## config.mk

```make
export PLATFORM = sky130hd
export DESIGN_NAME = elastic_pipeline_reg
export DESIGN_NICKNAME = d
export VERILOG_FILES = /design/src/rtl/elastic_pipeline_reg_pkg.sv /design/src/rtl/elastic_pipeline_reg_storage.sv /design/src/rtl/elastic_pipeline_reg.sv
export SDC_FILE = /design/constraint.sdc
export NUM_CORES = 1
export LEC_CHECK = 0
export CAP_MARGIN = 5
export CORE_MARGIN = 3
export CORE_UTILIZATION = 40
export CTS_BUF_LIST = sky130_fd_sc_hd__clkbuf_2 sky130_fd_sc_hd__clkbuf_4 sky130_fd_sc_hd__clkbuf_8
export CTS_CLUSTER_DIAMETER = 60
export DETAILED_ROUTE_END_ITERATION = 8
export PLACE_DENSITY_LB_ADDON = 0.12
export SYNTH_ARGS = -nofsm -noshare
export SYNTH_HDL_FRONTEND = slang
export SYNTH_SLANG_ARGS = --single-unit
```

## constraint.sdc

```tcl
create_clock -name CLK -period 5.6 [get_ports CLK]
set_input_delay 1.12 -clock CLK [delete_from_list [all_inputs] [get_ports CLK]]
set_output_delay 1.12 -clock CLK [all_outputs]
set_load 0.1 [all_outputs]
```

## src/rtl/elastic_pipeline_reg_pkg.sv

```systemverilog
// Shared IF/ID pipeline definitions: payload field widths, NOP encoding and
// the bubble payload presented by an empty pipeline buffer.
package elastic_pipeline_reg_pkg;

   localparam int PC_W    = 32;
   localparam int INSTR_W = 32;
   localparam int IF_ID_W = PC_W + INSTR_W;

   // addi x0, x0, 0
   localparam logic [INSTR_W-1:0] NOP_INSTR      = 32'h00000013;
   localparam logic [IF_ID_W-1:0] BUBBLE_DEFAULT = {32'd0, NOP_INSTR};

   typedef struct packed {
      logic [PC_W-1:0]    pc;
      logic [INSTR_W-1:0] instr;
   } if_id_t;

   function automatic int ptr_width(input int depth);
      return (depth > 1) ? $clog2(depth) : 1;
   endfunction

endpackage

```

## src/rtl/elastic_pipeline_reg_storage.sv

```systemverilog
// Entry storage for the elastic pipeline buffer: one write port, one
// asynchronous read port, no reset (contents are don't-care when not valid).
module pipe_buf_storage #(
   parameter int DATA_WIDTH = 64,
   parameter int DEPTH      = 2,
   parameter int PTR_W      = 1
) (
   input  logic                  CLK,
   input  logic                  wr_en,
   input  logic [PTR_W-1:0]      wr_addr,
   input  logic [DATA_WIDTH-1:0] wr_data,
   input  logic [PTR_W-1:0]      rd_addr,
   output logic [DATA_WIDTH-1:0] rd_data
);

   logic [DATA_WIDTH-1:0] mem [DEPTH];

   always_ff @(posedge CLK) begin
      if (wr_en)
         mem[wr_addr] <= wr_data;
   end

   assign rd_data = mem[rd_addr];

endmodule

```

## src/rtl/elastic_pipeline_reg.sv

```systemverilog
// Elastic FIFO pipeline register between pipeline stages, with global stall
// (BUSYWAIT), redirect flush and a bubble payload when empty.
module elastic_pipeline_reg
   import elastic_pipeline_reg_pkg::*;
#(
   parameter int                    DATA_WIDTH   = 64,
   parameter int                    DEPTH        = 2,
   parameter logic [DATA_WIDTH-1:0] BUBBLE_VALUE = DATA_WIDTH'(BUBBLE_DEFAULT)
) (
   input  logic                         CLK,
   input  logic                         RESET,
   input  logic [DATA_WIDTH-1:0]        IN_DATA,
   input  logic                         IN_VALID,
   output logic                         IN_READY,
   output logic [DATA_WIDTH-1:0]        OUT_DATA,
   output logic                         OUT_VALID,
   input  logic                         OUT_READY,
   input  logic                         BUSYWAIT,
   input  logic                         FLUSH,
   output logic [$clog2(DEPTH+1)-1:0]   OCCUPANCY
);

   localparam int                PTR_W = ptr_width(DEPTH);
   localparam int                OCC_W = $clog2(DEPTH + 1);
   localparam logic [PTR_W-1:0]  LAST  = PTR_W'(DEPTH - 1);
   localparam logic [OCC_W-1:0]  FULL  = OCC_W'(DEPTH);

   if (DEPTH < 1 || DEPTH > 4) begin : g_bad_depth
      $error("elastic_pipeline_reg: DEPTH must be in 1..4");
   end

   logic [PTR_W-1:0]      rd_ptr, wr_ptr;
   logic [OCC_W-1:0]      occ;
   logic [DATA_WIDTH-1:0] head;
   logic                  push, pop;

   // IN_READY deliberately ignores OUT_READY: a full buffer never pushes on a pop cycle.
   assign IN_READY  = (occ != FULL) && !BUSYWAIT;
   assign OUT_VALID = (occ != '0);
   assign push      = IN_VALID && IN_READY && !FLUSH && !RESET;
   assign pop       = OUT_VALID && OUT_READY && !BUSYWAIT && !FLUSH && !RESET;

   function automatic logic [PTR_W-1:0] wrap_inc(input logic [PTR_W-1:0] p);
      return (p == LAST) ? '0 : p + 1'b1;
   endfunction

   always_ff @(posedge CLK) begin
      if (RESET || FLUSH) begin
         rd_ptr <= '0;
         wr_ptr <= '0;
         occ    <= '0;
      end else begin
         if (push) wr_ptr <= wrap_inc(wr_ptr);
         if (pop)  rd_ptr <= wrap_inc(rd_ptr);
         case ({push, pop})
            2'b10:   occ <= occ + 1'b1;
            2'b01:   occ <= occ - 1'b1;
            default: occ <= occ;
         endcase
      end
   end

   pipe_buf_storage #(
      .DATA_WIDTH (DATA_WIDTH),
      .DEPTH      (DEPTH),
      .PTR_W      (PTR_W)
   ) u_storage (
      .CLK     (CLK),
      .wr_en   (push),
      .wr_addr (wr_ptr),
      .wr_data (IN_DATA),
      .rd_addr (rd_ptr),
      .rd_data (head)
   );

   assign OUT_DATA  = OUT_VALID ? head : BUBBLE_VALUE;
   assign OCCUPANCY = occ;

endmodule

```

Yosys cells after proc, flatten, opt, wreduce, memory -nomap -nowiden
Memories as Yosys holds them, arrays and structs flattened. A register that Yosys moved wholly into a read port is not among the register bits. Cells that the tools add are included.

Input port bits: 70. Bits in writable memories: 128. Output and inout port bits: 68. Memories: 1. Flip-flop bits (word level): 4.

Muxes and demuxes: 8. Reduce and logical (&&, ||, !) cells: 14. Eq/ne operators: 3. Add/sub/neg operators: 4.

Memory list: u_storage.mem (words 2, width 64, read ports 1, clocked after memory_dff 1, wr ports 1, line elastic_pipeline_reg_storage.sv:16) `logic [DATA_WIDTH-1:0] mem [DEPTH];`.

Operators by type and width (number): 2-to-1 mux 64 bit (1); logical AND 1 bit (8); 2-to-1 mux 1 bit (6); one-hot mux 2 bit (2 select lines) (1); nonzero test 2 bit (2); zero test 1 bit (3); adder 1 bit (second input constant) (2); adder 2 x 1 -> 2 bit (second input constant) (1); == test 2 x 1 -> 1 bit (second input constant) (1); == test 2 bit (second input constant) (1); != test 2 bit (second input constant) (1); subtractor 2 x 1 -> 2 bit (second input constant) (1); logical OR 1 bit (1).

Logic depth before layout (Yosys ltp)
Gate-level depths: netlist (run 1).

Word-level depth: 7. Depth in mapped cells: 7. Mapped depth without buffers: 6.

By module
A second synthesis (run 1) with hierarchy kept.

Cell total of the unflattened synthesis: 300. Area total of the unflattened synthesis: 5595.4 µm².

By module, submodules not included: pipe_buf_storage (area an instance 4933.5 µm², cells an instance 201, instances 1, seq. area each 3843.7 µm²); elastic_pipeline_reg (area an instance 661.9 µm², cells an instance 99, instances 1, seq. area each 80.1 µm²).

Least setup slack after synthesis (run 1)
No wires, ideal clock.

Path kind: input port to flip-flop. Start: in RESET. End: mem u_storage.mem[0][0] (enable). Slack: 767 ps. Arrival time: 4347 ps. Setup time: 486 ps. Stages on the path: 4. Cell sequence: or2_1 > clkbuf_1 > nand3b_4 > nor2_1.

Cells in the longest elaborated chain, start to end: 4.

RTL lines: from (decl) (line elastic_pipeline_reg.sv:11) `input logic RESET,`; zero test 1 bit (line elastic_pipeline_reg.sv:40) `assign push = IN_VALID && IN_READY && !FLUSH && !RESET;`; logical AND 1 bit (line elastic_pipeline_reg.sv:40); 2-to-1 mux 1 bit (line elastic_pipeline_reg_storage.sv:19) `if (wr_en)`; 2-to-1 mux 1 bit (implied by the code) (line elastic_pipeline_reg_storage.sv:20) `mem[wr_addr] <= wr_data;`; to (decl) (line elastic_pipeline_reg_storage.sv:16).

No other way between the ends.

==> flow_metrics.env, run 1 <==
export IMPL_ir_worst_vdd_uv=175
export IMPL_post_cts_buffers=0
export IMPL_io_buffers=137
export IMPL_io_pins=138
export IMPL_htreeDepth=4
export IMPL_place_hpwl_um=6150
export IMPL_p_switching_w=0.000397
export IMPL_max_cap_violations=0
export IMPL_synth_area_per_cell_um2=16.9
export IMPL_path_cells="mux2i_1, nor2_1, clkdlybuf4s50_1"
export IMPL_fin_crit_sh_pct=76.0
export IMPL_critPathMaxFanout=64
export IMPL_syn_cell_area_um2=5080
export IMPL_crit_type="flip-flop to primary output"
export IMPL_p_clk_share_pct=37.3
export IMPL_cpLargestDelayFamily="buffers and inverters"
export IMPL_die_h_um=119
export IMPL_via_count=2888
export IMPL_switching_share_pct=20.4
export IMPL_wire_per_inst_um=16.0
export IMPL_crit_path_end_kind="primary output"
export IMPL_antenna_found_initial=0
export IMPL_grt_use_met2_pct=23.8
export IMPL_grt_met1_usage_pct=18.6
export IMPL_status="complete, no violations"
export IMPL_ant_nets=0
export IMPL_setup_viol=0
export IMPL_grt_util_met3_pct=5.41
export IMPL_combPwrFrac_pct=6.0
export IMPL_tightest_slew_ns=1.16
export IMPL_hold_viol=0
export IMPL_nets=516
export IMPL_drcViolationCount=0
export IMPL_routed_wl_um=10000
export IMPL_synth_top_area_share_pct=75.7
export IMPL_yosys_top_cells_area="edfxtp_1 76%, mux2i_1 13%, nor2_1 4.8%"
export IMPL_yosys_warnings=0
export IMPL_antenna_cells=0
export IMPL_first_pass_iters=6
export IMPL_p_per_area_nw_per_um2=278
export IMPL_rsz0062_at_grt="false"
export IMPL_grt_pass1_vias=3112
export IMPL_synth_seq_cells=133
export IMPL_syn_to_final_growth_pct=38.0
export IMPL_grt_max_degree=65
export IMPL_cts_buffers_inserted=17
export IMPL_cp_slowest_stage_delay_ns=1.16
export IMPL_cts_clk_slew_worst_paths_ns=0.07
export IMPL_place_ws_ns=1.67
export IMPL_gp_congestion=0.692
export IMPL_fin_tns_setup_ns=0
export IMPL_arrival_ns=3.13
export IMPL_drv_slew=0
export IMPL_synth_top_cell_by_area="edfxtp_1"
export IMPL_synthCells=301
export IMPL_grt_busiest_layer="met2"
export IMPL_fmax_mhz=235
export IMPL_cts_max_path_buffers=2
export IMPL_synth_seq_area_share_pct=77.7
export IMPL_fin_ws_ns=1.35
export IMPL_period_needed_ns=4.25
export IMPL_core_um2=12200
export IMPL_relSlewSlack_pct=22.5
export IMPL_total_leakage_power_nw=2.17
export IMPL_grt_pass1_wl_um=16100
export IMPL_ys_types=24
export IMPL_slowest_stage="clkdlybuf4s50_1"
export IMPL_grt_ovfl_total=0
export IMPL_die_w_um=119
export IMPL_cts_sinks=133
export IMPL_initial_core_util_pct=41.6
export IMPL_syn_num_nets=372
export IMPL_root_buffer="clkbuf_8"
export IMPL_ys_flop_type="edfxtp_1"
export IMPL_die_area_um2=14100
export IMPL_cts_resized_gates=0
export IMPL_synth_edff_count=128
export IMPL_worst_path_buf_inv=1
export IMPL_hp_class="flip-flop to flip-flop"
export IMPL_fp_row_count=40
export IMPL_viasPerCell=4.61
export IMPL_cts_hold_buf=0
export IMPL_worstPathRequired_ns=4.48
export IMPL_cts_tree="built"
export IMPL_async_reset_ff_share_pct=0
export IMPL_yosysMostFrequentCell="edfxtp_1"
export IMPL_cellInternalPower_w=0.00155
export IMPL_fin_skew_ns=0.00473
export IMPL_drive_gt1_share_pct=8.30
export IMPL_grtUsageTotal_pct=15.0
export IMPL_drtIter0Drc=162
export IMPL_yosys_top_cells_count="128 x edfxtp_1, 65 x nor2_1, 64 x mux2i_1"
export IMPL_cp_start_kind="flip-flop"
export IMPL_seq_power_share_pct=56.7
export IMPL_insertion_delay_ns=0.43
stage by stage:
stage | power, W | hold slack (ns) | instances | utilization [%] | instance area, um2
after floorplan | 0.00117 | 0.434 | 301 | - | 5080
after global placement | 0.00124 | 0.481 | 594 | 54.4 | 6640
after detailed placement | 0.00124 | 0.490 | 594 | 54.4 | 6640
after CTS | 0.00198 | 0.512 | 626 | 57.4 | 7010
after global routing | 0.00203 | 0.569 | 626 | 57.4 | 7010
final | 0.00195 | 0.512 | 626 | 57.4 | 7010
worst paths after layout:
path / startpoint / endpoint / depth (start not counted) / slack (ns)
worst max-delay path: flip-flop / OUT_DATA[48] / 3 / 1.35
worst min-delay path: wr_ptr$_SDFFE_PP0P_ / wr_ptr$_SDFFE_PP0P_ / 1 / 0.51
worst max register to register: OCCUPANCY[0]$_SDFFE_PP0P_ / u_storage.mem[1][37]$_DFFE_PP_ / 4 / 3.36
worst min register to register: wr_ptr$_SDFFE_PP0P_ / wr_ptr$_SDFFE_PP0P_ / 1 / 0.51
metal layers:
metal | up-vias | part of all wire [%]
li1 | 1400 | -
met1 | 1369 | 43
met2 | 110 | 49
met3 | 9 | 7.4
met4 | 0 | 1.0
met5 | - | 0
sequential cells by signal (all words and copies together) (netlist names), named ones only:
register       cells
rd_ptr             1
wr_ptr             1
u_storage.mem    128
OCCUPANCY          2
power groups by stage:
stage / Clock [W] / Combinational (W) / Sequential (W)
after global placement: 0 / 0.000115 / 0.00112
final: 0.000726 / 0.000117 / 0.00110
after CTS: 0.000755 / 0.000118 / 0.00110
after detailed placement: 0 / 0.000117 / 0.00113
after global routing: 0.000803 / 0.000124 / 0.00110
after floorplan: 0 / 0.0000474 / 0.00113
cells in the final DEF (no fill, tap or decap), types with 3 or more instances in the layout:
master,synthesis,final
mux2i_1,64,64
nand2_1,3,3
edfxtp_1,128,128
nor2_4,0,3
nor2_1,65,62
a21oi_1,3,3
clkbuf_8,0,17
clkinv_1,0,4
clkinv_2,0,5
clkdlybuf4s50_1,0,137
dfxtp_1,5,4
cells by family (layout without fill, tap and decap cells):
kind of cell	count (synthesis)	after routing	synth area share (%)
compound gates	7	7	0.764
xor+xnor	2	2	0.345
fa+ha+maj	1	1	0.246
buf+inv	17	174	1.90
flops	133	133	77.7
mux	64	64	12.6
simple gates	77	77	6.43
cell type report:
class                           count  area [um2]
Multi-Input combinational cell    151        1060
Inverter                            2        7.51
Sequential cell                   133        3950
Fill cell                        1007        5200
Tap cell                          168         210
Timing Repair Buffer              140        1420
Clock buffer                       19         249
Clock inverter                     13         115
Note: power is estimated with default switching activity, not from simulation.
==> run 2, diff against run 1 <==
- clock period: 5.6 -> 4.1 ns (I/O delays scaled with it)
==> flow_metrics.env, run 2 (synthesis results as in run 1) <==
export IMPL_path_cells="buf_4, mux2i_1, nand2_1, buf_4"
export IMPL_cts_tree="built"
export IMPL_grt_pass1_vias=3070
export IMPL_design_area_um2=6880
export IMPL_p_per_area_nw_per_um2=396
export IMPL_ant_nets=0
export IMPL_post_cts_buffers=0
export IMPL_cts_clk_slew_worst_paths_ns=0.07
export IMPL_insertion_delay_ns=0.43
export IMPL_die_area_um2=14100
export IMPL_fin_tns_setup_ns=0
export IMPL_grt_pass1_wl_um=16000
export IMPL_largest_reg_flops=128
export IMPL_final_cell_mix="128 x edfxtp_1, 78 x clkdlybuf4s50_1, 65 x buf_4, 64 x mux2i_1, 62 x nor2_1"
export IMPL_first_pass_iters=4
export IMPL_total_leakage_power_nw=2.31
export IMPL_antenna_cells=0
export IMPL_cts_resized_gates=0
export IMPL_drv_slew=0
export IMPL_place_area_um2=6490
export IMPL_rsz0062_at_grt="false"
export IMPL_grt_ovfl_total=0
export IMPL_root_buffer="clkbuf_8"
export IMPL_slowest_stage="buf_4"
export IMPL_via_count=2911
export IMPL_io_buffers=137
export IMPL_cellInternalPower_w=0.00218
export IMPL_status="complete, no violations"
export IMPL_crit_path_end_kind="primary output"
export IMPL_cts_buffers_inserted=17
export IMPL_top_register="u_storage.mem"
export IMPL_gp_congestion=0.729
export IMPL_combPwrFrac_pct=5.8
export IMPL_syn_to_final_growth_pct=35.5
export IMPL_cts_hold_buf=0
export IMPL_arrival_ns=2.44
export IMPL_layout_commonest_cell="edfxtp_1"
export IMPL_setup_viol=0
export IMPL_fp_row_count=40
export IMPL_htreeDepth=4
export IMPL_grt_max_degree=45
export IMPL_drtIter0Drc=157
export IMPL_initial_core_util_pct=41.6
export IMPL_p_clk_share_pct=39.0
export IMPL_place_hpwl_um=6260
export IMPL_fin_skew_ns=0.00855
export IMPL_cp_start_kind="flip-flop"
export IMPL_critPathMaxFanout=44
export IMPL_antenna_found_initial=1
export IMPL_relSlewSlack_pct=34.2
export IMPL_worstPathRequired_ns=3.28
export IMPL_period_needed_ns=3.26
export IMPL_switching_share_pct=20.1
export IMPL_hold_viol=0
export IMPL_crit_type="flip-flop to primary output"
export IMPL_tightest_slew_ns=0.984
export IMPL_p_switching_w=0.000548
export IMPL_cts_max_path_buffers=2
export IMPL_fin_crit_sh_pct=79.4
export IMPL_grtUsageTotal_pct=14.9
export IMPL_max_cap_violations=0
export IMPL_io_pins=138
export IMPL_cts_sinks=133
export IMPL_routed_wl_um=9980
export IMPL_postLayoutCoreUtil_pct=56.3
export IMPL_fmax_mhz=307
export IMPL_nets=519
export IMPL_drcViolationCount=0
export IMPL_ir_worst_vdd_uv=277
export IMPL_holdWs_ns=0.508
export IMPL_viasPerCell=4.63
export IMPL_core_um2=12200
export IMPL_hp_class="flip-flop to flip-flop"
export IMPL_die_w_um=119
export IMPL_seq_power_share_pct=55.3
export IMPL_drive_gt1_share_pct=22.3
export IMPL_wire_per_inst_um=15.9
export IMPL_cp_common_cell="buf_4"
export IMPL_die_h_um=119
export IMPL_cp_slowest_stage_delay_ns=0.71
-- run 2: cell types whose count changed in the layout (fill, tap and decap cells not counted), sizes merged --
cell,before,now
clkdlybuf4s50,137,78
clkinv,9,10
clkinvlp,2,0
bufinv,2,3
buf,3,65
-- run 2: path summary, 6_finish.rpt --
path | from | end | slack, ns | cells past startpoint
setup reg to reg | OCCUPANCY[1]$_SDFFE_PP0P_ | OCCUPANCY[1]$_SDFFE_PP0P_ | 1.67 | 6
setup / recovery | flip-flop | OUT_DATA[4] | 0.84 | 4
hold reg to reg | wr_ptr$_SDFFE_PP0P_ | wr_ptr$_SDFFE_PP0P_ | 0.51 | 1
hold / removal | wr_ptr$_SDFFE_PP0P_ | wr_ptr$_SDFFE_PP0P_ | 0.51 | 1
-- run 2: critical path: cells and delay by family (launching register included) --
| kind | cells | cell delay, ns |
|---|---|---|
| buffers and inverters | 2 | 0.94 |
| flip-flops | 1 | 0.61 |
| multiplexers | 1 | 0.36 |
| AND/OR/NAND/NOR | 1 | 0.09 |
-- run 2: area by class of cell --
type / instances / area (um2)
Tap cell: 168 / 210
Fill cell: 1039 / 5330
Clock inverter: 13 / 139
Sequential cell: 133 / 3950
Timing Repair Buffer: 143 / 1270
Inverter: 2 / 7.51
Clock buffer: 19 / 249
Multi-Input combinational cell: 151 / 1060
-- run 2: power by group through the flow --
stage	combinational (W)	clock (W)	sequential, W
after floorplan	0.0000647	0	0.00154
final	0.000157	0.00106	0.00151
after global placement	0.000155	0	0.00154
after detailed placement	0.000158	0	0.00154
after global routing	0.000168	0.00116	0.00151
after CTS	0.000159	0.00110	0.00151
-- run 2: metal layers --
layer | up-vias | global-route usage, % | part of all wire [%]
met1 | 1386 | 18.7 | 43
li1 | 1404 | - | -
met4 | 2 | 6.08 | 1.4
met2 | 105 | 23.2 | 48
met3 | 14 | 5.74 | 7.1
met5 | - | 0 | 0.13
-- run 2: through the flow --
stage	setup WS (ns)	cells	total power [W]
after floorplan	-0.492	301	0.00160
after global placement	1.25	597	0.00169
after detailed placement	1.24	597	0.00169
after CTS	0.747	629	0.00276
after global routing	0.654	629	0.00283
final	0.843	629	0.00273
